**config.mk**
```make
export PLATFORM = sky130hd
export DESIGN_NAME = molecular_structure_assembler
export DESIGN_NICKNAME = d
export VERILOG_FILES = /design/src/rtl/molecular_structure_assembler.sv
export SDC_FILE = /design/constraint.sdc
export NUM_CORES = 1
export LEC_CHECK = 0
export ABC_AREA = 0
export ABC_CLOCK_PERIOD_IN_PS = 1700
export CAP_MARGIN = 20
export CORE_UTILIZATION = 27
export CTS_BUF_LIST = sky130_fd_sc_hd__clkbuf_16
export CTS_CLUSTER_DIAMETER = 40
export DETAILED_ROUTE_END_ITERATION = 8
export SLEW_MARGIN = 20
export SYNTH_ARGS = -nofsm -noshare
export SYNTH_HDL_FRONTEND = slang
export SYNTH_SLANG_ARGS = --single-unit
```
**constraint.sdc**
```tcl
create_clock -name clk -period 1.7 [get_ports clk]
set_input_delay 0.17 -clock clk [delete_from_list [all_inputs] [get_ports clk]]
set_output_delay 0.17 -clock clk [all_outputs]
set_load 0.05 [all_outputs]
```
**src/rtl/molecular_structure_assembler.sv**
```systemverilog
// Packs WORD_W-bit atom-record words into one 256-bit molecular_structure frame.
// Define STRUCT_CHECKSUM_EN to require a trailing XOR checksum word on every frame.
module molecular_structure_assembler #(
    parameter int WORD_W    = 32,
    parameter int NUM_WORDS = 8
) (
    input  logic                        clk,
    input  logic                        reset,
    input  logic [WORD_W-1:0]           word_in,
    input  logic                        word_valid,
    input  logic                        word_last,
    output logic                        word_ready,
    output logic [WORD_W*NUM_WORDS-1:0] molecular_structure,
    output logic                        structure_valid,
    input  logic                        structure_ack,
    output logic                        frame_error,
    output logic [7:0]                  error_count
);

    localparam int FRAME_W = WORD_W * NUM_WORDS;
`ifdef STRUCT_CHECKSUM_EN
    localparam int FRAME_LEN = NUM_WORDS + 1;
`else
    localparam int FRAME_LEN = NUM_WORDS;
`endif
    localparam int CNT_W = $clog2(FRAME_LEN + 1);
    localparam logic [CNT_W-1:0] LAST_IDX = CNT_W'(FRAME_LEN - 1);
    localparam logic [CNT_W-1:0] DATA_WORDS = CNT_W'(NUM_WORDS);

    typedef enum logic [1:0] {
        IDLE,
        COLLECT,
        HOLD,
        DROP
    } state_t;

    state_t             state;
    state_t             next_state;
    logic [CNT_W-1:0]   word_cnt;
    logic [FRAME_W-1:0] asm_q;
    logic [FRAME_W-1:0] asm_next;
    logic               accept;
    logic               store;
    logic               publish;
    logic               error;
    logic               cnt_inc;

`ifdef STRUCT_CHECKSUM_EN
    logic [WORD_W-1:0]  xor_acc;
    logic               checksum_ok;

    assign checksum_ok = (word_in == xor_acc);
`endif

    assign word_ready = (state != HOLD);
    assign accept     = word_valid && word_ready;

    always_ff @(posedge clk) begin
        if (!reset) begin
            state <= IDLE;
        end else begin
            state <= next_state;
        end
    end

    always_comb begin
        next_state = state;
        store      = 1'b0;
        publish    = 1'b0;
        error      = 1'b0;
        cnt_inc    = 1'b0;
        case (state)
            IDLE, COLLECT: begin
                if (accept) begin
                    store = (word_cnt < DATA_WORDS);
                    if (word_cnt == LAST_IDX) begin
                        if (!word_last) begin
                            error      = 1'b1;
                            next_state = DROP;
`ifdef STRUCT_CHECKSUM_EN
                        end else if (!checksum_ok) begin
                            error      = 1'b1;
                            next_state = IDLE;
`endif
                        end else begin
                            publish    = 1'b1;
                            next_state = HOLD;
                        end
                    end else if (word_last) begin
                        error      = 1'b1;
                        next_state = IDLE;
                    end else begin
                        cnt_inc    = 1'b1;
                        next_state = COLLECT;
                    end
                end
            end
            HOLD: begin
                if (structure_ack) begin
                    next_state = IDLE;
                end
            end
            DROP: begin
                if (accept && word_last) begin
                    next_state = IDLE;
                end
            end
            default: next_state = IDLE;
        endcase
    end

    // Publish takes asm_next so the final data word lands in the same edge it is accepted.
    always_comb begin
        asm_next = asm_q;
        for (int unsigned k = 0; k < NUM_WORDS; k++) begin
            if (store && word_cnt == CNT_W'(k)) begin
                asm_next[k*WORD_W +: WORD_W] = word_in;
            end
        end
    end

    always_ff @(posedge clk) begin
        if (!reset) begin
            word_cnt            <= '0;
            asm_q               <= '0;
            molecular_structure <= '0;
            structure_valid     <= 1'b0;
            frame_error         <= 1'b0;
            error_count         <= '0;
        end else begin
            asm_q <= asm_next;
            if (cnt_inc) begin
                word_cnt <= word_cnt + CNT_W'(1);
            end else if (next_state != COLLECT) begin
                word_cnt <= '0;
            end
            if (publish) begin
                molecular_structure <= asm_next;
                structure_valid     <= 1'b1;
            end else if (state == HOLD && structure_ack) begin
                structure_valid <= 1'b0;
            end
            frame_error <= error;
            if (error && error_count != 8'hFF) begin
                error_count <= error_count + 8'd1;
            end
        end
    end

`ifdef STRUCT_CHECKSUM_EN
    always_ff @(posedge clk) begin
        if (!reset) begin
            xor_acc <= '0;
        end else if (store) begin
            xor_acc <= (word_cnt == '0) ? word_in : (xor_acc ^ word_in);
        end
    end
`endif

endmodule

```
# ---- Yosys cells after proc, flatten, opt, wreduce, memory -nomap -nowiden
# Cells that the tools add are included.
dict set report word_totals {
  word_cells 72
  reg_bits 528
  input_bits 37
  output_inout_bits 267
}
dict set report op_classes {
  n_reduce_logical 17
  order_cmp 1
  muxes 32
  eq_ne 13
  add_sub_neg 2
}
# cell count
set ops {}
lappend ops {{$mux 32} 8}
lappend ops {{$mux 1} 17}
lappend ops {{$eq 4x3->1 const B} 4}
lappend ops {{$logic_and 1x1->1} 12}
lappend ops {{$add 8x1->8 const B} 1}
lappend ops {{$eq 4x2->1 const B} 2}
lappend ops {{$mux 2} 4}
lappend ops {{$mux 4} 2}
lappend ops {{$ne 8x8->1 const B} 1}
lappend ops {{$pmux 2 s3} 1}
lappend ops {{$add 4x1->4 const B} 1}
lappend ops {{$eq 2x2->1 const B} 2}
lappend ops {{$eq 4x1->1 const B} 1}
lappend ops {{$logic_not 4->1} 1}
lappend ops {{$lt 4x4->1 const B} 1}
lappend ops {{$reduce_bool 2->1} 2}
lappend ops {{$eq 2x1->1 const B} 1}
lappend ops {{$logic_not 2->1} 1}
lappend ops {{$ne 2x1->1 const B} 1}
lappend ops {{$ne 2x2->1 const B} 1}
lappend ops {{$reduce_or 2->1} 1}

# ---- Logic depth before layout (Yosys ltp)
dict set report logic_depth {
  depth_word 8
  ltp_mapped 10
}

# ---- Worst setup path before layout
# Ideal clock, no wire load.
dict set report synth_timing {
  kind {register to register}
  start {reg word_cnt[0]}
  end {reg error_count[6]}
  path_buffers 0
  required_time_ps 1585
  path_slack_ps -36
  stages_incl_launch_ff 8
  arrival_time_ps 1621
  path_cell_list {dfxtp_1 -> ha_1 -> nand2_1 -> ha_1 -> nand3b_1 -> nor4_1 -> xor2_1 -> and2_1}
}
dict set report synth_between {
  elab_chain_cells 5
}
# item line_no
set synth_rtl {}
lappend synth_rtl {{start: declaration} 39} ;# logic [CNT_W-1:0] word_cnt;
lappend synth_rtl {{start signal: assignment} 133} ;# word_cnt <= word_cnt + CNT_W'(1);
lappend synth_rtl {{$eq 4x3->1} 76} ;# if (word_cnt == LAST_IDX) begin
lappend synth_rtl {{$mux 1} 76}
lappend synth_rtl {{$mux 1} 74} ;# if (accept) begin
lappend synth_rtl {{$mux 1} 72} ;# case (state)
lappend synth_rtl {{$logic_and 1x1->1} 144} ;# if (error && error_count != 8'hFF) begin
lappend synth_rtl {{end signal: assignment} 145} ;# error_count <= error_count + 8'd1;
lappend synth_rtl {{end: declaration} 17} ;# output logic [7:0] error_count
# Every way passes these cells.
# A chain may end at the register's enable or synchronous reset.

# ---- Final worst setup path
dict set report layout_timing {
  start {reg word_cnt[3]}
  end {reg molecular_structure[167]}
}
dict set report layout_between {
  elab_chain_cells 5
  elab_cells_between_ends 10
  cone_classes {order compare: 1; eq/ne: 2; mux: 6; reduce/logical: 1}
}
# item line_no
set layout_rtl {}
lappend layout_rtl {{$lt 4x4->1} 75} ;# store = (word_cnt < DATA_WORDS);
lappend layout_rtl {{$mux 1} 74}
lappend layout_rtl {{$mux 1} 72}
lappend layout_rtl {{$logic_and 1x1->1} 116} ;# if (store && word_cnt == CNT_W'(k)) begin
lappend layout_rtl {{$mux 32} 116}
lappend layout_rtl {{end signal: assignment} 138} ;# molecular_structure <= asm_next;
lappend layout_rtl {{end: declaration} 13} ;# output logic [WORD_W*NUM_WORDS-1:0] molecular_structure,
# Several ways; a longest one is shown, not always the timed one.

==> flow_metrics.env <==
export IMPL_worstPathCellList="and2b_1, nand2_2, inv_2, ha_4, and2_4, buf_12, buf_4, o21ai_0, a21oi_1"
export IMPL_startpoint="word_cnt[3]"
export IMPL_cts_root_buf="clkbuf_16"
export IMPL_layout_setup_ws_ps=-143
export IMPL_synthCells=1820
export IMPL_cp_data_arrival_time_ps=2370
export IMPL_violations="setup timing"
export IMPL_ys_flop_type="dfxtp_1"
export IMPL_hold_viol=0
export IMPL_mostFrequentLayoutCells="dfxtp_1, nor2b_1, a21oi_1, mux2i_1, buf_4"
export IMPL_r2r_cells=9
export IMPL_crit_reg2reg_launch="word_cnt[3]"
export IMPL_io_pins=304
export IMPL_drt_iter0_markers=966
export IMPL_num_vias=14527
export IMPL_grt_util_all_layers=0.172
export IMPL_grt_pass1_vias=14131
export IMPL_seqCellArea_sq_um=10600
export IMPL_max_freq_mhz=543
export IMPL_clockBufferDepth=3
export IMPL_areaGrowthSynthToFinish_pct=43.7
export IMPL_crit_path_end_kind="flip-flop"
export IMPL_antenna_found_initial=9
export IMPL_die_h_microns=266
export IMPL_critical_path_slowest_cell="dfxtp_2"
export IMPL_firstDrtPassIters=5
export IMPL_overflow=0
export IMPL_power_density_nw_per_um2=1150
export IMPL_portBuffers=303
export IMPL_period_share=1.08
export IMPL_syn_cell_area_sq_um=18800
export IMPL_dp_hpwl_mm=39.0
export IMPL_worstHoldPathType="primary input to flip-flop"
export IMPL_cts_reportedPaths_clkPinSlew_ps=50
export IMPL_timing_rr_end="molecular_structure[167]"
export IMPL_period_minus_slack_ps=1840
export IMPL_yosys_warnings=0
export IMPL_hold_start="structure_ack"
export IMPL_syn_area_per_cell_sq_um=10.3
export IMPL_cts_sinks=528
export IMPL_rsz0062_at_grt="true"
export IMPL_via_per_inst=4.57
export IMPL_rows=96
export IMPL_cts_max_level=3
export IMPL_path_delay_family="buffers and inverters"
export IMPL_wl_per_cell_microns=20.2
export IMPL_reg2reg_slack_ps=-140
export IMPL_hold_end="structure_valid"
export IMPL_core_area_sq_um=68700
export IMPL_vdd_ir_drop_max_mv=0.714
export IMPL_clock_latency_ps=600
export IMPL_synth_cell_types=39
export IMPL_die_area_sq_um=70700
export IMPL_drive_above_1_share=0.214
export IMPL_grt_max_degree=100
export IMPL_place_area_sq_um=23200
export IMPL_cts_tree="built"
export IMPL_p_leak_nw=11.0
export IMPL_required_ps=2230
export IMPL_ys_seq_elements=528
export IMPL_cp_start_kind="flip-flop"
export IMPL_cts_buffers=83
export IMPL_die_width_microns=266
export IMPL_synth_net_count=1864
export IMPL_crit_fanout=22
export IMPL_worst_pin_slew_ps=510
export IMPL_ant_nets=0
export IMPL_relSlewSlack=0.662
export IMPL_crit_buf_inv=3
export IMPL_multi_input_area_sq_um=7650
export IMPL_ys_async_sr_fraction=0
export IMPL_n_fill_cell=6682
export IMPL_setup_viol=238
export IMPL_drc=0
export IMPL_design_area_sq_um=27000
export IMPL_fin_skew_ps=15.7
export IMPL_critical_path_class="flip-flop to flip-flop"
export IMPL_synth_edf_count=0
export IMPL_initial_utilization=0.274
export IMPL_slew_violations=0
export IMPL_outcome="finished with violations"
export IMPL_grt_pass1_wl_mm=89.7
export IMPL_final_common_cell="dfxtp_1"
export IMPL_setup_tns_ps=-14470
export IMPL_yosysSeqAreaShare=0.562
export IMPL_routabilityCongestion=0.778
export IMPL_holdPathStages=4
export IMPL_drv_cap=0
export IMPL_routed_wl_mm=64.1
export IMPL_fin_nets=2214
export IMPL_crit_path_max_incr_delay_ps=320
## through the flow
step	worst slack (ps)	hold slack, ps	power [W]	utilization	cells
after floorplan	1.76	356	0.0133	-	1820
after global placement	-281	488	0.0139	0.338	2993
after detailed placement	-262	498	0.0139	0.338	2993
after CTS	-77.0	270	0.0314	0.383	3153
after global routing	-220	326	0.0321	0.393	3174
final	-143	321	0.0311	0.393	3177
## flip-flops by register name, indices dropped and copies added, names as in the netlist
register	flops
frame_error	1
asm_q	256
molecular_structure	256
state	2
structure_valid	1
error_count	8
word_cnt	4
## routing by layer
metal  up-vias  wire length [microns]  GRT usage
li1       7007                      -          -
met5         -                      0          0
met1      7005                  29100      0.235
met4         0                   1860     0.0628
met3        94                   4500     0.0365
met2       421                  28700      0.263
## worst reg2reg max path, delay by kind of cell, from the launching register on
family                     cells  cell delay, ps
AOI/OAI and AO/OA              2             250
DFF                            1             320
adders and majority gates      1             110
and+or+nand+nor                3             510
buffers and inverters          3             570
## cell usage after synthesis, drive strengths merged, types with 2 or more instances
library cell	number	area share
nand4	2	0.00067
a31oi	2	0.00067
dfxtp	528	0.56
nand3b	3	0.0012
nor2b	259	0.087
nor2	5	0.0010
nand2	12	0.0024
o22ai	2	0.00067
and3b	2	0.00093
inv	4	0.00080
nand2b	4	0.0013
and2	5	0.0017
and3	6	0.0020
mux2i	257	0.14
clkbuf	94	0.019
o21ai	261	0.069
a21oi	259	0.069
ha	7	0.0047
nand3	11	0.0037
buf	83	0.029
xnor2	2	0.00093
## how the worst max path moves through the flow
stage	to	slack, ps	cells after the start
finish	molecular_structure[167]	-140	9
global route	molecular_structure[120]	-220	9
CTS	error_count[4]	-80	8
detailed placement	molecular_structure[63]	-260	7
global placement	molecular_structure[63]	-280	7
floorplan	molecular_structure[178]	2	10
## report_power, final
part | leakage, nW | internal [W] | total, W | switching, W
clock network | 1.40 | 0.0109 | 0.0174 | 0.00649
logic | 5.37 | 0.000479 | 0.00120 | 0.000719
registers | 4.26 | 0.0125 | 0.0125 | 0.0000256
## layout make-up
class / instances / share of cell area
Clock buffer: 86 / 0.0796
Multi-Input combinational cell: 1111 / 0.283
Inverter: 4 / 0.000648
Antenna cell: 7 / 0.000648
Sequential cell: 528 / 0.391
Tap cell: 931 / 0.0431
Clock inverter: 68 / 0.0281
Timing Repair Buffer: 442 / 0.173
## cells by family (layout without fill, tap and decap cells)
logic type | Yosys count | count (layout) | synth area share
compound gates | 531 | 531 | 0.143
xor+xnor | 3 | 3 | 0.00140
fa+ha+maj | 7 | 7 | 0.00466
buf+inv | 181 | 600 | 0.0490
flops | 528 | 528 | 0.562
mux | 257 | 257 | 0.137
other cells | 0 | 7 | 0
simple gates | 313 | 313 | 0.103
## what timing repair did
action	in CTS	in global routing
pin swaps	1	2
endpoints found under the setup margin	473	446
gates resized for setup	372	99
hold buffers	1	0
buffers inserted	3	3
hold endpoints to repair	44	0
gates cloned	2	14
No activity file was read; power rests on OpenSTA's default activity.
